### src/rtl/mem_copy_engine_pkg.sv
// Shared types and defaults for the block-copy engine: FSM encoding,
// copy direction and default RAM geometry.
package mem_copy_engine_pkg;

    localparam int ADDR_W_DEF = 12;
    localparam int DATA_W_DEF = 12;

    typedef enum logic [1:0] {
        ST_IDLE  = 2'd0,
        ST_RUN   = 2'd1,
        ST_DRAIN = 2'd2,
        ST_DONE  = 2'd3
    } state_e;

    typedef enum logic {
        DIR_ASC  = 1'b0,
        DIR_DESC = 1'b1
    } dir_e;

endpackage

### src/rtl/mem_copy_addr_gen.sv
// Read/write pointer and remaining-word counter for the copy engine.
// Pointers wrap modulo 2^ADDR_W and step up or down according to the latched direction.
module mem_copy_addr_gen
    import mem_copy_engine_pkg::*;
#(
    parameter int ADDR_W = ADDR_W_DEF
) (
    input  logic              clk,
    input  logic              reset,
    input  logic              load,
    input  logic              desc,
    input  logic              rd_step,
    input  logic              wr_step,
    input  logic [ADDR_W-1:0] src_addr,
    input  logic [ADDR_W-1:0] dst_addr,
    input  logic [ADDR_W:0]   length,
    output logic [ADDR_W-1:0] rd_ptr,
    output logic [ADDR_W-1:0] wr_ptr,
    output logic              last_rd
);

    localparam logic [ADDR_W-1:0] PTR_ONE  = {{(ADDR_W-1){1'b0}}, 1'b1};
    localparam logic [ADDR_W-1:0] PTR_ZERO = {ADDR_W{1'b0}};
    localparam logic [ADDR_W:0]   CNT_ONE  = {{ADDR_W{1'b0}}, 1'b1};
    localparam logic [ADDR_W:0]   CNT_ZERO = {(ADDR_W+1){1'b0}};

    logic [ADDR_W-1:0] rd_ptr_q, rd_ptr_d;
    logic [ADDR_W-1:0] wr_ptr_q, wr_ptr_d;
    logic [ADDR_W:0]   remain_q, remain_d;
    logic [ADDR_W-1:0] span_s;
    dir_e              dir_q, dir_d;

    // length-1 modulo the address space; a full-memory copy (length[ADDR_W] set) yields all-ones
    assign span_s = length[ADDR_W-1:0] - PTR_ONE;

    // Next pointer/counter values: load on start, otherwise step on each read/write
    always_comb begin
        rd_ptr_d = rd_ptr_q;
        wr_ptr_d = wr_ptr_q;
        remain_d = remain_q;
        dir_d    = dir_q;
        if (load) begin
            dir_d    = desc ? DIR_DESC : DIR_ASC;
            rd_ptr_d = desc ? (src_addr + span_s) : src_addr;
            wr_ptr_d = desc ? (dst_addr + span_s) : dst_addr;
            remain_d = length;
        end else begin
            if (rd_step) begin
                rd_ptr_d = (dir_q == DIR_DESC) ? (rd_ptr_q - PTR_ONE) : (rd_ptr_q + PTR_ONE);
                remain_d = remain_q - CNT_ONE;
            end else begin
                rd_ptr_d = rd_ptr_q;
            end
            if (wr_step) begin
                wr_ptr_d = (dir_q == DIR_DESC) ? (wr_ptr_q - PTR_ONE) : (wr_ptr_q + PTR_ONE);
            end else begin
                wr_ptr_d = wr_ptr_q;
            end
        end
    end

    // Pointer and counter registers
    always_ff @(posedge clk or posedge reset) begin
        if (reset) begin
            rd_ptr_q <= PTR_ZERO;
            wr_ptr_q <= PTR_ZERO;
            remain_q <= CNT_ZERO;
            dir_q    <= DIR_ASC;
        end else begin
            rd_ptr_q <= rd_ptr_d;
            wr_ptr_q <= wr_ptr_d;
            remain_q <= remain_d;
            dir_q    <= dir_d;
        end
    end

    assign rd_ptr  = rd_ptr_q;
    assign wr_ptr  = wr_ptr_q;
    assign last_rd = (remain_q == CNT_ONE);

endmodule

### src/rtl/mem_copy_engine.sv
// Block-copy engine in front of the two-port data RAM: passes the processor
// ports through while idle and streams one word per cycle from port 1 to port 2 while copying.
module mem_copy_engine
    import mem_copy_engine_pkg::*;
#(
    parameter int ADDR_W = ADDR_W_DEF,
    parameter int DATA_W = DATA_W_DEF
) (
    input  logic              clk,
    input  logic              reset,
    input  logic              start,
    input  logic [ADDR_W-1:0] src_addr,
    input  logic [ADDR_W-1:0] dst_addr,
    input  logic [ADDR_W:0]   length,
    output logic              busy,
    output logic              done,
    input  logic [ADDR_W-1:0] cpu_address1,
    input  logic [ADDR_W-1:0] cpu_address2,
    input  logic [DATA_W-1:0] cpu_datain1,
    input  logic [DATA_W-1:0] cpu_datain2,
    input  logic              cpu_mem_write1,
    input  logic              cpu_mem_write2,
    input  logic [DATA_W-1:0] ram_dataout1,
    output logic [ADDR_W-1:0] ram_address1,
    output logic [ADDR_W-1:0] ram_address2,
    output logic [DATA_W-1:0] ram_datain1,
    output logic [DATA_W-1:0] ram_datain2,
    output logic              ram_mem_write1,
    output logic              ram_mem_write2
);

    localparam logic [ADDR_W:0]   LEN_ZERO  = {(ADDR_W+1){1'b0}};
    localparam logic [DATA_W-1:0] DATA_ZERO = {DATA_W{1'b0}};

    state_e            state_q, state_d;
    logic              wr_pending_q, wr_pending_d;
    logic              desc_s, load_s, rd_step_s, last_rd_s;
    logic [ADDR_W:0]   src_ext_s, dst_ext_s;
    logic [ADDR_W-1:0] rd_ptr_s, wr_ptr_s;

    // Overlap test is done one bit wider so src+length never wraps; wrap-only overlap stays ascending
    assign src_ext_s = {1'b0, src_addr};
    assign dst_ext_s = {1'b0, dst_addr};
    assign desc_s    = (dst_ext_s > src_ext_s) && (dst_ext_s < (src_ext_s + length));
    assign load_s    = (state_q == ST_IDLE) && start && (length != LEN_ZERO);
    assign rd_step_s = (state_q == ST_RUN);

    mem_copy_addr_gen #(.ADDR_W(ADDR_W)) u_addr_gen (
        .clk      (clk),
        .reset    (reset),
        .load     (load_s),
        .desc     (desc_s),
        .rd_step  (rd_step_s),
        .wr_step  (wr_pending_q),
        .src_addr (src_addr),
        .dst_addr (dst_addr),
        .length   (length),
        .rd_ptr   (rd_ptr_s),
        .wr_ptr   (wr_ptr_s),
        .last_rd  (last_rd_s)
    );

    // Next-state logic
    always_comb begin
        state_d      = state_q;
        wr_pending_d = rd_step_s;
        case (state_q)
            ST_IDLE: begin
                if (start) begin
                    state_d = (length != LEN_ZERO) ? ST_RUN : ST_DONE;
                end else begin
                    state_d = ST_IDLE;
                end
            end
            ST_RUN: begin
                if (last_rd_s) begin
                    state_d = ST_DRAIN;
                end else begin
                    state_d = ST_RUN;
                end
            end
            ST_DRAIN: state_d = ST_DONE;
            ST_DONE:  state_d = ST_IDLE;
            default:  state_d = ST_IDLE;
        endcase
    end

    // State and write-pipeline registers
    always_ff @(posedge clk or posedge reset) begin
        if (reset) begin
            state_q      <= ST_IDLE;
            wr_pending_q <= 1'b0;
        end else begin
            state_q      <= state_d;
            wr_pending_q <= wr_pending_d;
        end
    end

    // RAM port mux; write data comes straight from the RAM's registered read port
    always_comb begin
        ram_address1   = cpu_address1;
        ram_address2   = cpu_address2;
        ram_datain1    = cpu_datain1;
        ram_datain2    = cpu_datain2;
        ram_mem_write1 = cpu_mem_write1;
        ram_mem_write2 = cpu_mem_write2;
        if (state_q != ST_IDLE) begin
            ram_address1   = rd_ptr_s;
            ram_datain1    = DATA_ZERO;
            ram_mem_write1 = 1'b0;
            ram_address2   = wr_ptr_s;
            ram_datain2    = ram_dataout1;
            ram_mem_write2 = (state_q == ST_DONE) ? 1'b0 : wr_pending_q;
        end else begin
            ram_mem_write2 = cpu_mem_write2;
        end
    end

    assign busy = (state_q != ST_IDLE);
    assign done = (state_q == ST_DONE);

endmodule

### config.mk
export PLATFORM = sky130hd
export DESIGN_NAME = mem_copy_engine
export DESIGN_NICKNAME = d
export VERILOG_FILES = /design/src/rtl/mem_copy_engine_pkg.sv /design/src/rtl/mem_copy_addr_gen.sv /design/src/rtl/mem_copy_engine.sv
export SDC_FILE = /design/constraint.sdc
export NUM_CORES = 1
export LEC_CHECK = 0
export CORE_MARGIN = 5
export CORE_UTILIZATION = 35
export DETAILED_ROUTE_END_ITERATION = 8
export GPL_TIMING_DRIVEN = 1
export PLACE_DENSITY_LB_ADDON = 0.08
export SLEW_MARGIN = 20
export SYNTH_ARGS = -nofsm -noshare
export SYNTH_HDL_FRONTEND = slang
export SYNTH_SLANG_ARGS = --single-unit
### constraint.sdc
create_clock -name clk -period 4 [get_ports clk]
set_input_delay 0.8 -clock clk [delete_from_list [all_inputs] [get_ports clk]]
set_output_delay 0.8 -clock clk [all_outputs]
set_load 0.02 [all_outputs]
; After elaboration in Yosys (flattened, before gate mapping)
; Cells that the tools add are included.
[totals]
register_bits = 41
wordCells = 51
[op_classes]
reduce_logical = 8
order_cmp = 2
n_eq_ne = 4
mux = 22
addsub = 9
[op_table]
columns = cell, n
row1 = $mux 12, 12
row2 = $sub 12x1->12 const B, 3
row3 = $mux 13, 2
row4 = $add 12x1->12 const B, 2
row5 = $add 12x12->12, 2
row6 = $add 12x13->13, 1
row7 = $eq 13x1->1 const B, 1
row8 = $lt 12x13->1, 1
row9 = $reduce_bool 13->1, 1
row10 = $sub 13x1->13 const B, 1
row11 = $gt 12x12->1, 1
row12 = $pmux 2 s4, 1
row13 = $mux 2, 3
row14 = $reduce_bool 2->1, 3
row15 = $eq 2x2->1 const B, 2
row16 = $mux 1, 4
row17 = $logic_and 1x1->1, 3
row18 = $eq 2x1->1 const B, 1
row19 = $logic_not 2->1, 1

; Logic depth before layout (Yosys ltp)
; Gate-level depths: netlist (run 1).
[depth]
depth_word = 5
ltp_mapped = 20

; Cells and area by module
; A second synthesis (run 1) with hierarchy kept.
[unflattened]
hier_cells = 735
hier_area_um2 = 6083.3
[modules_own_cells]
columns = mod, n_inst, cells_each, area_each_um2
row1 = mem_copy_addr_gen, 1, 521, 4282.9
row2 = mem_copy_engine, 1, 214, 1800.5

; Worst setup path after synthesis (run 1)
; No wires, ideal clock.
[synth_timing]
path_kind = input to register
startpoint = input port src_addr[1]
endpoint = register u_addr_gen.wr_ptr_q[11], in the netlist u_addr_gen.wr_ptr[11]
required_time_ps = 3872
arrival_ps = 3948
slack_ps = -76
n_path_buf = 2
path_stages = 19
path_cell_list = ha_1 > a21o_1 > a21oi_1 > nor2b_1 > o21ai_0 > a21oi_1 > a41o_1 > o41ai_1 > xor2_1 > ha_1 > or3_1 > o21ai_0 > a311o_1 > a21o_1 > and3_1 > buf_6 > buf_6 > a211oi_2 > nand3b_1
[synth_via]
elab_chain_len = 5
word_cells_on_any_way = 6
cone_classes = add/sub: 1 / order compare: 2 / mux: 2 / reduce/logical: 1
[synth_lines]
columns = item, line
row1 = from (decl), mem_copy_engine.sv:12  ; input logic [ADDR_W-1:0] src_addr,
row2 = $add 12x13->13, mem_copy_engine.sv:44  ; assign desc_s = (dst_ext_s > src_ext_s) && (dst_ext_s < (src_ext_s + length));
row3 = $lt 12x13->1, mem_copy_engine.sv:44
row4 = $logic_and 1x1->1 *, mem_copy_engine.sv:44
row5 = $mux 12 *, mem_copy_addr_gen.sv:45  ; wr_ptr_d = desc ? (dst_addr + span_s) : dst_addr;
row6 = $mux 12 *, mem_copy_addr_gen.sv:42  ; if (load) begin
row7 = to (signal assigned), mem_copy_addr_gen.sv:71  ; wr_ptr_q <= wr_ptr_d;
row8 = to (decl), mem_copy_addr_gen.sv:28  ; logic [ADDR_W-1:0] wr_ptr_q, wr_ptr_d;
; Every way passes the cells marked *; elsewhere a longest branch is shown, timed or not.
; A chain may end at the register's enable or synchronous reset.

; Worst setup path after layout (run 1)
[layout_timing]
startpoint = input port src_addr[2]
endpoint = register u_addr_gen.rd_ptr_q[0], in the netlist u_addr_gen.rd_ptr[0]
[layout_via]
elab_chain_len = 5
word_cells_on_any_way = 6
cone_classes = add/sub: 1 / order compare: 2 / mux: 2 / reduce/logical: 1
[layout_lines]
columns = item, line
row1 = $add 12x13->13, mem_copy_engine.sv:44
row2 = $lt 12x13->1, mem_copy_engine.sv:44
row3 = $logic_and 1x1->1 *, mem_copy_engine.sv:44
row4 = $mux 12 *, mem_copy_addr_gen.sv:44  ; rd_ptr_d = desc ? (src_addr + span_s) : src_addr;
row5 = $mux 12 *, mem_copy_addr_gen.sv:42
row6 = to (signal assigned), mem_copy_addr_gen.sv:70  ; rd_ptr_q <= rd_ptr_d;
row7 = to (decl), mem_copy_addr_gen.sv:27  ; logic [ADDR_W-1:0] rd_ptr_q, rd_ptr_d;
; Marks and branches as above.

==> out/metrics.yaml, run 1 <==
status:
  status: "completed"
critical_path:
  crit_path_start: "src_addr[2]"
  worst-setup-path-type: "in2reg"
  startpoint_type: "input pin"
  crit_path_max_incr_delay_ns: 0.37
  critPathSlowestCell: "a311o_1"
  crit_chain: "dlygate4sd2_1 > ha_4 > buf_4 > nor2b_4 > o31a_1 > o21ai_0 > nand2b_1 > xnor2_1 > ha_1 > nand3_1 > a21oi_2 > a211oi_2 > a311o_1 > a21o_4 > nand3_4 > buf_6 > nand2_1 > a22oi_1"
  crit_family: "compound AO/OA/AOI/OAI gates"
  setup.worst_path.end_class: "register"
  worstPathRequired_ns: 4.20
  path_buf_inv: 3
  rr_startpoint: "u_addr_gen.dir_q"
  cp_data_arrival_time_ns: 4.03
  worstPathMaxFanout: 7
pwr:
  p_total_uw: 5580
  leakage_uw: 0.00386
  power_density_mw_per_mm2: 640
  max-vdd-ir-drop_mv: 0.367
final_layout:
  drive_above_1_share_pct: 20.2
  multi_input_area_mm2: 0.00483
  areaGrowthSynthToFinish_pct: 48.5
  seq_area_mm2: 0.00103
  final_nets: 1173
  fill_cells: 1576
  fin_cells: 1207
  diodes: 0
synthesis:
  synth_ff_type: "dfrtp_1"
  synth.top_cell.area_share_pct: 17.5
  ys_top_cells_by_area: "dfrtp_1 17%, ha_1 17%, mux2_2 6.1%"
  yosysMostFrequentCell: "ha_1"
  syn_area_mm2: 0.00587
  synth_edf_count: 0
  ys_top_cells_by_count: "80 x ha_1, 71 x nand2_1, 69 x a21oi_1, 66 x nor2_1, 49 x o21ai_0"
  syn_nets: 929
  ys_warn_count: 0
  netlist_instances: 742
  ys_seq_area_share_pct: 17.5
  synthArstFlopShare_pct: 100
  avgSynthCellArea_um2: 7.91
  ys_types: 70
  synth_top_area_cell: "dfrtp_1"
  synth_seq_cells: 41
sta:
  maxClockFrequency_ghz: 0.261
  hold_viol: 0
  fin_setup_tns_ns: 0
  setup_viol: 0
  fin_crit_ns: 3.83
  fin_crit_sh_pct: 95.7
  finalMaxSlewViolations: 0
  maxSlewHeadroom_pct: 52.4
  finClkSkew_ns: 0.00781
  tightest_slew_ns: 0.714
floorplanning:
  die_area_mm2: 0.0195
  rows: 47
  ios: 154
  start_util_pct: 35.5
  dieHeight_um: 140
  die_w_um: 140
  core-area_mm2: 0.0165
drt:
  vias: 6506
  drc_errors: 0
  wl_per_cell_um: 17.1
  drtAntennaViolNets: 0
  drtIter0Drc: 354
  dr.pass1.iters: 5
  wl_mm: 20.7
  viasPerCell: 5.39
run:
  maxCapViolCount: 0
grt:
  grt_usage_pct: 20.3
  grt_pass1_vias: 6490
  grt_max_degree: 55
  antenna_found_initial: 0
  grt_pass1_wl_mm: 33.0
  grt_overflow: 0
clocking:
  clkTransAtPathRegs_ns: 0.06
  clock_latency_ns: 0.29
  htreeDepth: 2
  clockRootBuffer: "clkbuf_16"
  cts.sinks: 41
  cts_tree: "done"
  ctsHoldBuffers: 0
  cts_made_buffers: 5
  clock_path_buffers: 2
placed_design:
  dp.cells: 1186
  portBuffers: 153
  dp_hpwl_mm: 17.1
  gp_congestion: 0.892
worst_hold_path:
  hold_path_class: "reg2reg"
  hp-start: "u_addr_gen.remain_q[12]"
## flip-flops by register name (all words and copies together), names as in the netlist
signal	flops
state_q	2
u_addr_gen.wr_ptr	12
u_addr_gen.rd_ptr	12
u_addr_gen.dir_q	1
u_addr_gen.remain_q	13
wr_pending_q	1
## path summary, 6_finish.rpt
check                                     endpoint  slack [ns]  cells after the start
min reg2reg                u_addr_gen.remain_q[12]        0.51                      1
max                           u_addr_gen.rd_ptr[0]        0.17                     18
max reg2reg                  u_addr_gen.rd_ptr[11]        1.00                     10
max in group asynchronous     u_addr_gen.wr_ptr[3]        2.68                      3
min in group asynchronous   u_addr_gen.remain_q[2]        0.95                      3
min                        u_addr_gen.remain_q[12]        0.51                      1
## worst register-to-register path: stages (launching register included)
cell	delay [ns]
dfrtp_1	0.66
buf_4	0.31
ha_1	0.31
or3_1	0.35
o21ai_0	0.09
a21oi_1	0.11
a211o_1	0.30
and3_1	0.20
o311ai_0	0.33
o211a_1	0.20
nand2_1	0.04
## routing by layer
metal	vias to the layer above	wire length, um	part of all wire [%]	GRT usage, %
met5	-	0	0	0
met4	0	529	2.6	5.87
met3	31	1530	7.4	3.26
met2	240	9540	46	34.5
met1	3003	9090	44	26.7
li1	3232	-	-	-
## report_power, final
part / switching [uW] / total (uW) / internal (uW)
logic: 2200 / 4230 / 2030
clock network: 164 / 476 / 312
registers: 226 / 883 / 657
total: 2590 / 5580 / 3000
## cell families (layout without fill, tap and decap cells)
kind of cell / Yosys count / after routing / synth area share [%]
XOR/XNOR: 47 / 47 / 7.01
AND/OR/NAND/NOR: 259 / 262 / 22.3
multiplexers: 35 / 35 / 6.65
buffers and inverters: 55 / 297 / 4.18
adder cells (fa/ha/maj): 85 / 85 / 18.8
AO/OA/AOI/OAI: 220 / 220 / 23.7
flip-flops: 41 / 41 / 17.5
## repair_timing
action | CTS | global route
gates resized for setup | 37 | 35
setup buffers | 7 | 2
pin swaps | 14 | 25
gates cloned | 4 | 1
setup endpoints to repair | 25 | 25
## area by class of cell
cell class / instances / area share, %
inverter: 32 / 1.38
tap: 220 / 3.16
multi-input combinational: 649 / 55.4
clock inverter: 1 / 0.344
clock buffer: 7 / 1.64
timing repair buffer: 257 / 26.3
sequential: 41 / 11.8
## cells in the final DEF, fill, tap and decap left out, drive strengths merged, types with 31 or more instances in the layout
cell type,Yosys,routed
a21oi,69,69
buf,16,107
clkdlybuf4s50,0,144
dfrtp,41,41
ha,80,80
inv,31,31
mux2,32,32
nand2,71,71
nor2,66,66
o21ai,53,53
## metrics by stage
step	util, %	setup slack [ns]	area (um^2)	hold slack, ns
6_report	52.8	0.170	8720	0.509
5_1_grt	52.8	-0.0321	8720	0.549
4_1_cts	52.0	0.00530	8590	0.504
3_5_place_dp	50.2	-0.768	8290	0.496
3_3_place_gp	50.2	-0.660	8290	0.484
2_1_floorplan	-	0.0196	5880	0.466
Note: power is estimated with default switching activity, not from simulation.
==> run 2, diff against run 1 <==
Settings changed: RECOVER_POWER from default to 100.
==> out/metrics.yaml, run 2 (same netlist as run 1, synthesis figures left out) <==
clocking:
  clock_path_buffers: 2  # unchanged
  cts_tree: "done"
  clockRootBuffer: "clkbuf_16"
  clock_latency_ns: 0.29  # about the same
  cts_made_buffers: 5  # unchanged
  cts.sinks: 41  # unchanged
  clkTransAtPathRegs_ns: 0.06  # about the same
  ctsHoldBuffers: 0  # unchanged
  htreeDepth: 2  # unchanged
status:
  violations: "capacitance limit, slew limit"
  status: "finished, violations left"
sta:
  setup_viol: 0  # unchanged
  maxSlewHeadroom_pct: -50.0  # -100 points
  maxClockFrequency_ghz: 0.261  # about the same
  finalMaxSlewViolations: 42  # +42
  hold_viol: 0  # unchanged
  fin_crit_sh_pct: 95.7  # about the same
  tightest_slew_ns: 2.25  # +1.54 ns
  finClkSkew_ns: 0.00752  # -0.000292 ns
  holdWs_ns: 0.508  # -0.000804 ns
  fin_crit_ns: 3.83  # -0.00134 ns
floorplanning:
  start_util_pct: 35.5  # unchanged
  die_w_um: 140  # unchanged
  ios: 154  # unchanged
  die_area_mm2: 0.0195  # unchanged
  rows: 47  # unchanged
  core-area_mm2: 0.0165  # unchanged
  dieHeight_um: 140  # unchanged
worst_hold_path:
  hp-start: "u_addr_gen.remain_q[12]"
  min_to: "u_addr_gen.remain_q[12]"
  worstHoldPathCells: 1  # unchanged
  hold_path_class: "reg2reg"
final_layout:
  top_register: "u_addr_gen.remain_q"
  final_area_mm2: 0.00869  # -0.33%
  final_common_cell: "buf_4"
  fill_cells: 1580  # +0.25%
  mostFrequentLayoutCells: "96 x buf_4, 92 x clkdlybuf4s50_1, 74 x ha_1"
  largest_reg_flops: 13  # unchanged
  diodes: 0  # unchanged
  final_nets: 1173  # unchanged
  areaGrowthSynthToFinish_pct: 48.1
  drive_above_1_share_pct: 19.8  # -0.41 points
placed_design:
  gp_congestion: 0.892  # unchanged
  portBuffers: 153  # unchanged
  place_area_mm2: 0.00829  # unchanged
  dp_hpwl_mm: 17.1  # unchanged
grt:
  antenna_found_initial: 0  # unchanged
  grt_max_degree: 55  # unchanged
  grt_overflow: 0  # unchanged
  grt_usage_pct: 20.3  # unchanged
  grt_pass1_vias: 6490  # unchanged
  grt_pass1_wl_mm: 33.0  # unchanged
drt:
  vias: 6488  # -0.28%
  wl_per_cell_um: 17.1  # -0.16%
  drc_errors: 0  # unchanged
  drtIter0Drc: 313  # -12%
  dr.pass1.iters: 6  # +1
  viasPerCell: 5.38  # -0.28%
  wl_mm: 20.7  # -0.16%
  drtAntennaViolNets: 0  # unchanged
pwr:
  leakage_uw: 0.00389  # +0.91%
  power_density_mw_per_mm2: 632  # -1.3%
  max-vdd-ir-drop_mv: 0.341  # -6.8%
critical_path:
  rr_startpoint: "u_addr_gen.dir_q"
  worstPathRequired_ns: 4.20  # about the same
  setup.worst_path.end_class: "register"
  cp_data_arrival_time_ns: 4.03  # about the same
  startpoint_type: "input pin"
  reg2reg_depth: 10  # unchanged
  r2r_slack_ns: 0.99  # about the same
  worst-setup-path-type: "in2reg"
  worstPathMaxFanout: 7  # unchanged
  r2r-end: "u_addr_gen.rd_ptr[11]"
run:
  maxCapViolCount: 1  # +1
-- run 2: cell types whose count changed in the layout (fill, tap and decap cells not counted) --
cell             change
clkbuf_2             +1
buf_4                -5
nor4b_4              -1
clkdlybuf4s50_1     -52
clkbuf_1             +3
clkbuf_4             +1
nor4b_1              +1
dlygate4sd3_1       +52
-- run 2: critical path, cell delays in order --
cell	delay, ns
dlygate4sd2_1	0.28
ha_4	0.23
buf_4	0.13
nor2b_4	0.12
o31a_1	0.30
o21ai_0	0.19
nand2b_1	0.10
xnor2_1	0.14
ha_1	0.29
nand3_1	0.09
a21oi_2	0.15
a211oi_2	0.06
a311o_1	0.37
a21o_4	0.23
nand3_4	0.16
buf_6	0.14
nand2_1	0.07
a22oi_1	0.18
-- run 2: repair_timing --
| item | 4_1_cts | 5_1_grt |
|---|---|---|
| setup endpoints to repair | 25 | 25 |
| resized for setup | 37 | 35 |
| hold endpoints to repair | 0 | 0 |
| cloned | 4 | 1 |
| pin swaps | 14 | 25 |
| setup buffers | 7 | 2 |
-- run 2: how the worst max path moves through the flow --
| stage | startpoint | endpoint | cells after the start |
|---|---|---|---|
| after floorplan | src_addr[1] | u_addr_gen.wr_ptr[11] | 19 |
| after global placement | length[0] | u_addr_gen.wr_ptr[2] | 18 |
| after global routing | src_addr[3] | u_addr_gen.wr_ptr[11] | 18 |
| after detailed placement | length[1] | u_addr_gen.wr_ptr[2] | 19 |
| final | src_addr[2] | u_addr_gen.rd_ptr[0] | 18 |
| after CTS | src_addr[0] | u_addr_gen.wr_ptr[2] | 19 |
-- run 2: area by class of cell --
| cell class | instances | area (um^2) | area share [%] |
|---|---|---|---|
| Clock buffer | 7 | 143 | 1.64 |
| Clock inverter | 1 | 30.0 | 0.345 |
| Inverter | 32 | 120 | 1.38 |
| Multi-Input combinational cell | 649 | 4820 | 55.4 |
| Sequential cell | 41 | 1030 | 11.8 |
| Tap cell | 220 | 275 | 3.17 |
| Timing Repair Buffer | 257 | 2280 | 26.3 |
-- run 2: metal layers --
metal / up-vias / global-route usage (%) / wire (um)
li1: 3234 / - / -
met1: 3019 / 26.7 / 9340
met2: 206 / 34.5 / 9570
met3: 29 / 3.26 / 1250
met4: 0 / 5.87 / 511
met5: - / 0 / 0
-- run 2: power breakdown --
part	internal [uW]	leakage [uW]	switching, uW
clock network	312	0.0000841	162
registers	657	0.000482	226
logic	1940	0.00333	2190
total	2910	0.00389	2580
-- run 2: per-stage QoR --
stage / instances / power (uW) / TNS (ns) / setup slack, ns / util (%)
CTS: 1204 / 5520 / 0 / 0.00530 / 52.0
finish: 1207 / 5490 / 0 / 0.172 / 52.6
global route: 1207 / 5990 / -0.132 / -0.0317 / 52.6
global placement: 1186 / 4850 / -15.18 / -0.660 / 50.2
floorplan: 742 / 3630 / 0 / 0.0196 / -
detailed placement: 1186 / 4960 / -17.92 / -0.768 / 50.2
==> run 3, diff against run 2 <==
Settings changed: CTS_CLUSTER_SIZE from default to 12, PLACE_DENSITY from default to 0.65, PLACE_DENSITY_LB_ADDON 0.08 to default.
==> out/metrics.yaml, run 3 (same netlist as run 1, synthesis figures left out) <==
critical_path:
  setup.worst_path.end_class: "register"
  crit_path_start: "length[4]"
  reg2reg_depth: 9  # -1
  r2r-end: "u_addr_gen.rd_ptr[11]"
  worstPathMaxFanout: 14  # +7
  rr_startpoint: "u_addr_gen.dir_q"
  startpoint_type: "input pin"
  worst-setup-path-type: "in2reg"
  cp-endpoint: "u_addr_gen.wr_ptr[11]"
  cp_data_arrival_time_ns: 4.04  # about the same
  worstPathRequired_ns: 4.16  # -0.04 ns
  r2r_slack_ns: 0.96  # -0.03 ns
sta:
  finalMaxSlewViolations: 42  # unchanged
  maxSlewHeadroom_pct: -52.4  # -2.4 points
  maxClockFrequency_ghz: 0.258  # -1.2%
  fin_setup_tns_ns: 0  # unchanged
  fin_crit_sh_pct: 96.9  # +1.2 points
  finClkSkew_ns: 0.00853  # +0.00101 ns
  worst_slack_ns: 0.125  # -0.0466 ns
  hold_viol: 0  # unchanged
  setup_viol: 0  # unchanged
  tightest_slew_ns: 2.29  # +0.0359 ns
  fin_crit_ns: 3.87  # +0.0466 ns
floorplanning:
  die_w_um: 140  # unchanged
  ios: 154  # unchanged
  dieHeight_um: 140  # unchanged
  core-area_mm2: 0.0165  # unchanged
  start_util_pct: 35.5  # unchanged
  rows: 47  # unchanged
  die_area_mm2: 0.0195  # unchanged
grt:
  grt_max_degree: 55  # unchanged
  grt_pass1_vias: 6081  # -6.3%
  grt_overflow: 0  # unchanged
  grt_pass1_wl_mm: 30.2  # -8.5%
  grt_usage_pct: 18.5  # -1.8 points
  antenna_found_initial: 0  # unchanged
placed_design:
  post-place-ws_ns: -0.756  # +0.0115 ns
  dp_hpwl_mm: 15.5  # -9.0%
  gp_congestion: 0.884  # -0.93%
  portBuffers: 153  # unchanged
final_layout:
  mostFrequentLayoutCells: "95 x clkdlybuf4s50_1, 84 x buf_4, 75 x ha_1"
  final_common_cell: "clkdlybuf4s50_1"
  final_nets: 1161  # -1.0%
  top_register: "u_addr_gen.remain_q"
  areaGrowthSynthToFinish_pct: 45.6
  fill_cells: 1601  # +1.3%
  largest_reg_flops: 13  # unchanged
  drive_above_1_share_pct: 16.7  # -3.0 points
  diodes: 0  # unchanged
drt:
  vias: 6291  # -3.0%
  dr.pass1.iters: 5  # -1
  drtAntennaViolNets: 0  # unchanged
  wl_per_cell_um: 15.6  # -9.1%
  wl_mm: 18.6  # -10%
  viasPerCell: 5.26  # -2.1%
  drc_errors: 0  # unchanged
  drtIter0Drc: 252  # -19%
status:
  violations: "capacitance limit, slew limit"
  status: "finished, violations left"
clocking:
  clockRootBuffer: "clkbuf_16"
  clock_path_buffers: 2  # unchanged
  clock_latency_ns: 0.29  # about the same
  htreeDepth: 2  # unchanged
  cts_tree: "done"
  cts_made_buffers: 5  # unchanged
  clkTransAtPathRegs_ns: 0.06  # about the same
  cts.sinks: 41  # unchanged
pwr:
  max-vdd-ir-drop_mv: 0.243  # -29%
  leakage_uw: 0.00382  # -1.8%
  p_total_uw: 5290  # -3.6%
  power_density_mw_per_mm2: 619  # -2.0%
worst_hold_path:
  hold_path_class: "reg2reg"
run:
  maxCapViolCount: 1  # unchanged
run 3: changes by cell type in the layout (fill, tap and decap cells not counted), moves of 2 or more:
cell             delta
a21oi_1             +9
a21oi_2             -9
and2_0              +2
and2_1              -2
and3_4              -3
buf_12              +2
buf_4              -12
clkdlybuf4s50_1     +3
dlygate4sd3_1       -2
nor2_1              +3
nor2_2              -3
nor3_1              +2
nor3_2              -2
run 3: per-layer routing:
layer	track usage [%]	part of all wire, %
met1	24.8	47
met2	30.7	46
met3	2.95	4.8
met4	5.72	2.2
met5	0	0
run 3: layout make-up:
type                            count  area (um^2)  share of cell area (%)
Tap cell                          220          275                    3.22
Inverter                           32          120                    1.40
Clock inverter                      1         30.0                   0.351
Clock buffer                        7          143                    1.67
Multi-Input combinational cell    646         4710                    55.1
Sequential cell                    41         1030                    12.0
Timing Repair Buffer              248         2240                    26.2
run 3: worst max-delay path: stages:
cell	delay, ns
clkdlybuf4s50_1	0.49
ha_4	0.31
o21ai_1	0.08
a21oi_1	0.18
a41o_1	0.24
nor2_1	0.06
xor2_1	0.14
ha_1	0.31
o211ai_1	0.09
nor2_1	0.15
o31ai_2	0.10
a311o_1	0.27
a21o_1	0.19
and3_4	0.21
buf_12	0.14
a211oi_2	0.16
nand3b_1	0.09
run 3: where the power goes:
group          leakage, uW  switching [uW]  internal, uW
clock network    0.0000841             162           312
logic              0.00326            2050          1890
registers         0.000482             221           657
total              0.00382            2430          2860
run 3: timing repair:
item,in CTS,in global routing
hold buffers,0,0
pin swaps,8,19
setup buffers,3,2
gates resized for setup,22,23
endpoints found under the hold margin,0,0
endpoints found under the setup margin,25,25
run 3: worst min-delay path by stage:
stage,from,to,slack (ns),cells past startpoint
after floorplan,u_addr_gen.remain_q[12],u_addr_gen.remain_q[12],0.47,1
after global placement,u_addr_gen.remain_q[12],u_addr_gen.remain_q[12],0.50,1
after detailed placement,u_addr_gen.remain_q[12],u_addr_gen.remain_q[12],0.49,1
after CTS,u_addr_gen.remain_q[12],u_addr_gen.remain_q[12],0.51,1
after global routing,u_addr_gen.remain_q[12],u_addr_gen.remain_q[12],0.52,1
final,u_addr_gen.remain_q[12],u_addr_gen.remain_q[12],0.50,1
run 3: per-stage QoR:
stage,instance area [um^2],utilization [%],instances,hold WS (ns)
after detailed placement,8280,50.1,1182,0.492
final,8550,51.8,1195,0.500
after CTS,8520,51.5,1193,0.506
after global placement,8280,50.1,1182,0.497
after global routing,8550,51.8,1195,0.523
after floorplan,5880,-,742,0.466
